`config.mk`:
```
export PLATFORM = sky130hd
export DESIGN_NAME = decoder_scan
export DESIGN_NICKNAME = d
export VERILOG_FILES = /design/src/rtl/decoder_pkg.sv /design/src/rtl/decoder_scan_onehot.sv /design/src/rtl/decoder_scan.sv
export SDC_FILE = /design/constraint.sdc
export NUM_CORES = 1
export LEC_CHECK = 0
export ABC_AREA = 1
export BUFFER_PORTS_ARGS = -buffer_cell sky130_fd_sc_hd__buf_2
export CAP_MARGIN = 20
export CORE_UTILIZATION = 50
export DETAILED_ROUTE_END_ITERATION = 10
export GPL_TIMING_DRIVEN = 0
export PLACE_DENSITY = 0.79
export SKIP_CTS_REPAIR_TIMING = 1
export SYNTH_ARGS = -nofsm -noshare
export SYNTH_HDL_FRONTEND = slang
export SYNTH_SLANG_ARGS = --single-unit
```
`constraint.sdc`:
```
create_clock -name clk -period 2 [get_ports clk]
set_input_delay 0.1 -clock clk [delete_from_list [all_inputs] [get_ports clk]]
set_output_delay 0.1 -clock clk [all_outputs]
set_load 0.1 [all_outputs]
```
`src/rtl/decoder_pkg.sv`:
```
// Shared types and defaults for decoder_scan.
// State encoding plus default select / prescaler widths.
package decoder_pkg;

  localparam int SEL_W_DEF = 3;
  localparam int DIV_W_DEF = 4;

  typedef enum logic [1:0] {
    ST_IDLE   = 2'd0,
    ST_DIRECT = 2'd1,
    ST_SCAN   = 2'd2
  } state_e;

endpackage

```
`src/rtl/decoder_scan_onehot.sv`:
```
// onehot_dec: combinational index to one-hot map.
// Ports: en (0 forces all-zero), sel index, y one-hot of width 2**SEL_W.
module onehot_dec #(
  parameter int SEL_W = 3
) (
  input  logic                    en,
  input  logic [SEL_W-1:0]        sel,
  output logic [(1<<SEL_W)-1:0]   y
);

  always_comb begin
    y = '0;
    if (en) y[sel] = 1'b1;
  end

endmodule

```
`src/rtl/decoder_scan.sv`:
```
// Registered one-hot decoder with direct and auto-scan modes.
// Ports: clk, rst (sync, high), E, mode, A, div -> D, idx, wrap.
module decoder_scan
  import decoder_pkg::*;
#(
  parameter int SEL_W = SEL_W_DEF,
  parameter int DIV_W = DIV_W_DEF
) (
  input  logic                  clk,
  input  logic                  rst,
  input  logic                  E,
  input  logic                  mode,
  input  logic [SEL_W-1:0]      A,
  input  logic [DIV_W-1:0]      div,
  output logic [(1<<SEL_W)-1:0] D,
  output logic [SEL_W-1:0]      idx,
  output logic                  wrap
);

  localparam int N = 1 << SEL_W;

  state_e           state_q, state_d;
  logic [DIV_W-1:0] cnt_q, cnt_d, cnt_base;
  logic [SEL_W-1:0] idx_q, idx_d;
  logic             wrap_q, wrap_d;
  logic [N-1:0]     d_q, d_d;

  always_comb begin
    state_d = ST_IDLE;
    unique case (1'b1)
      !E:           state_d = ST_IDLE;
      E && !mode:   state_d = ST_DIRECT;
      E && mode:    state_d = ST_SCAN;
    endcase
  end

  // Leaving DIRECT always starts the scan dwell from zero.
  always_comb begin
    idx_d    = idx_q;
    cnt_d    = cnt_q;
    wrap_d   = 1'b0;
    cnt_base = (state_q == ST_DIRECT) ? '0 : cnt_q;
    unique case (state_d)
      ST_DIRECT: begin
        idx_d = A;
        cnt_d = '0;
      end
      ST_SCAN: begin
        // >= so a lowered div ends the current dwell at once.
        if (cnt_base >= div) begin
          cnt_d  = '0;
          idx_d  = idx_q + SEL_W'(1);
          wrap_d = &idx_q;
        end else begin
          cnt_d = cnt_base + DIV_W'(1);
        end
      end
      default: ;
    endcase
  end

  onehot_dec #(.SEL_W(SEL_W)) u_dec (
    .en  (state_d != ST_IDLE),
    .sel (idx_d),
    .y   (d_d)
  );

  always_ff @(posedge clk) begin
    if (rst) begin
      state_q <= ST_IDLE;
      cnt_q   <= '0;
      idx_q   <= '0;
      wrap_q  <= 1'b0;
      d_q     <= '0;
    end else begin
      state_q <= state_d;
      cnt_q   <= cnt_d;
      idx_q   <= idx_d;
      wrap_q  <= wrap_d;
      d_q     <= d_d;
    end
  end

  assign D    = d_q;
  assign idx  = idx_q;
  assign wrap = wrap_q;

endmodule
```
==> run metrics <==
status=complete, no violations; period utilization=90.96%; Die W=43.71 um; CTS sink count=18; Synth Area in Simple Gates=29.93%; DPL Wire Length=1377 um; Syn Std Cell Area=869.6 um^2; Via-to-Cell Ratio=5.076; met3 WL post-DR=66 um; remaining antenna violation count=0; Distinct cells, synth=22; GR Overflow Total=0; Die H=43.71 um; Pwr Total=729.6 uW; Clock Latency Late Sink=0.29 ns; setup total negative slack=0 ns; leak pwr=0.5738 nW; Crit Path Category=flip-flop to flip-flop; RSZ-0062 raised after global routing=no; Crit path top cell by count=nand2_1; M1 WL=713 um; skew final=0.001965 ns; Core Region=0.001559 mm^2; DR vias=797; max frequency=549.7 MHz; routability cong.=0.8096; Synth Area in Adders=10.07%; Fillers=135; Max clock buf depth=2; Final Max Slew Viols=0; pin count of the biggest net entering global routing=11; register area share after synthesis=41.44%; row count=14; share of cells above drive strength 1=24.11%; Max-cap violations=0; maximum VDD drop=0.7030 mV; CTS root buffer=clkbuf_4; PwrDens=711.1 mW/mm^2; Starting DRT DRC Count=9; Hold WC Path Type=input pin to flip-flop; fin crit period=1.819 ns; gr usage total=19.50%; Net Count, Synth=135; critical path endpoint category=flip-flop; hold_ws=0.01879 ns; first-pass GRT wire length=2739 um; Top delay family on crit path=simple AND/OR/NAND/NOR gates; Crit-path slowest cell=dfxtp_1; Synth Warn #=0; synthesized instance count=117; drt wl/cell=10.82 um; Fin. Hold Viols=0; main combinational cell family by area after synthesis=simple AND/OR/NAND/NOR gates; post-synthesis xor/xnor area fraction=1.007%; CTS HTree Levels=1; metal2 WL=882 um; Layout area overhead=17.99%; Avg Inst Size Synth=7.432 um^2; DR top layer=met4; area of the die=0.001910 mm^2; multiplexer area fraction after synthesis=0%; Synth Register Bits=18; crit path DAT=2.05 ns; Slew Limit Headroom=67.61%; final worst slack=0.1807 ns; Worst Path Max Fanout=5; crit start category=flip-flop; initial antenna violation count=0; Slew @ Worst Pin=0.4893 ns; ANT cells=0; final core area utilization=65.81%; CP max stage delay=0.32 ns; TritonCTS buffer count=3; CP bufs+invs=1; Layout Nets=160; compound-gate portion of the synthesized area=9.209%; pre-CTS WS=0.1060 ns; endpoints failing setup=0; router iterations before antenna repair=4; IO Count=23; CP Cell Sequence=inv_1, a21boi_1, ha_1, a21oi_2, nand3_2, nand3_1, nand2_1, nor2_2, nand2_1, nor2_1; CTS clk-pin slew, worst paths=0.10 ns; # DRC=0; required time of the critical path=2.23 ns; Starting Density=55.78%; port bufs=20; Total Wirelength=1698 um; TritonCTS clock tree=yes; vias in the first global route=721
==> cells in the final DEF (no fill, tap or decap) <==
master,instances
nand2_1,27
buf_2,21
dfxtp_1,18
inv_1,15
nor2_1,15
nand3_1,10
ha_1,7
a21oi_1,4
a21boi_1,3
clkbuf_4,3
inv_2,2
nand2_2,2
nand4_1,2
nor2_2,2
o21ai_0,2
a21boi_2,1
clkbuf_1,1
a21oi_2,1
nand3_2,1
nor3_1,1
xor2_1,1
a22oi_1,1
clkbuf_8,1
==> area by class of cell <==
type,instances,area [um^2],share of cell area (%)
timing repair buffer,20,100.1,9.756
inverter,17,63.81,6.220
multi-input combinational,80,436.7,42.56
clock buffer,4,36.28,3.537
tap,16,20.02,1.951
sequential,18,360.3,35.12
buffer,2,8.758,0.8537
==> cells in the mapped netlist <==
| master | n | area share (%) |
|---|---|---|
| nand4_1 | 2 | 1.4 |
| dfxtp_1 | 18 | 41 |
| ha_1 | 7 | 10 |
| a21boi_1 | 1 | 0.86 |
| inv_1 | 15 | 6.5 |
| nand3_2 | 1 | 1.2 |
| a21boi_2 | 1 | 1.3 |
| nand2_1 | 27 | 12 |
| buf_2 | 1 | 0.57 |
| a21oi_1 | 4 | 2.3 |
| o21ai_0 | 2 | 1.2 |
| inv_2 | 2 | 0.86 |
| nand3_1 | 10 | 5.8 |
| clkbuf_1 | 1 | 0.43 |
| nor3_1 | 1 | 0.57 |
| nor2_1 | 15 | 6.5 |
| a21boi_0 | 2 | 1.7 |
| nor2_2 | 2 | 1.4 |
| a21oi_2 | 1 | 1.0 |
| a22oi_1 | 1 | 0.86 |
| xor2_1 | 1 | 1.0 |
| nand2_2 | 2 | 1.4 |
==> through the flow <==
step / cell area [um^2] / std cells
floorplan: 869.6 / 117
global placement: 989.7 / 153
detailed placement: 989.7 / 153
CTS: 1026 / 157
global route: 1026 / 157
finish: 1026 / 157
==> routing by layer <==
metal	up-vias	global-route usage, %
met5	-	0
li1	418	-
met2	17	34.33
met1	356	21.37
met4	0	10.00
met3	6	5.000
==> path summary, 6_finish.rpt <==
kind              startpoint    endpoint  slack [ns]  cells after the start
setup / recovery  state_q[1]        D[0]        0.18                     10
hold / removal          mode  state_q[0]        0.02                      2
setup reg to reg  state_q[1]        D[0]        0.18                     10
hold reg to reg     cnt_q[3]    cnt_q[3]        0.49                      2
==> power breakdown <==
group / internal, mW / switching [mW] / leakage (nW) / total (mW)
clock network: 0.111 / 0.108 / 0.0210 / 0.218
registers: 0.368 / 0.00689 / 0.146 / 0.375
logic: 0.0330 / 0.103 / 0.407 / 0.136
total: 0.512 / 0.217 / 0.574 / 0.730
==> kinds of logic (layout without fill, tap and decap cells) <==
family	after synthesis	in the layout
AO/OA/AOI/OAI	12	12
AND/OR/NAND/NOR	60	60
XOR/XNOR	1	1
adder cells (fa/ha/maj)	7	7
flip-flops	18	18
buffers and inverters	19	43
==> registers in the layout (all words and copies together) (netlist names) <==
register and count:
idx 3, state_q 2, wrap 1, cnt_q 4
D 8
No activity file was read; power rests on OpenSTA's default activity.
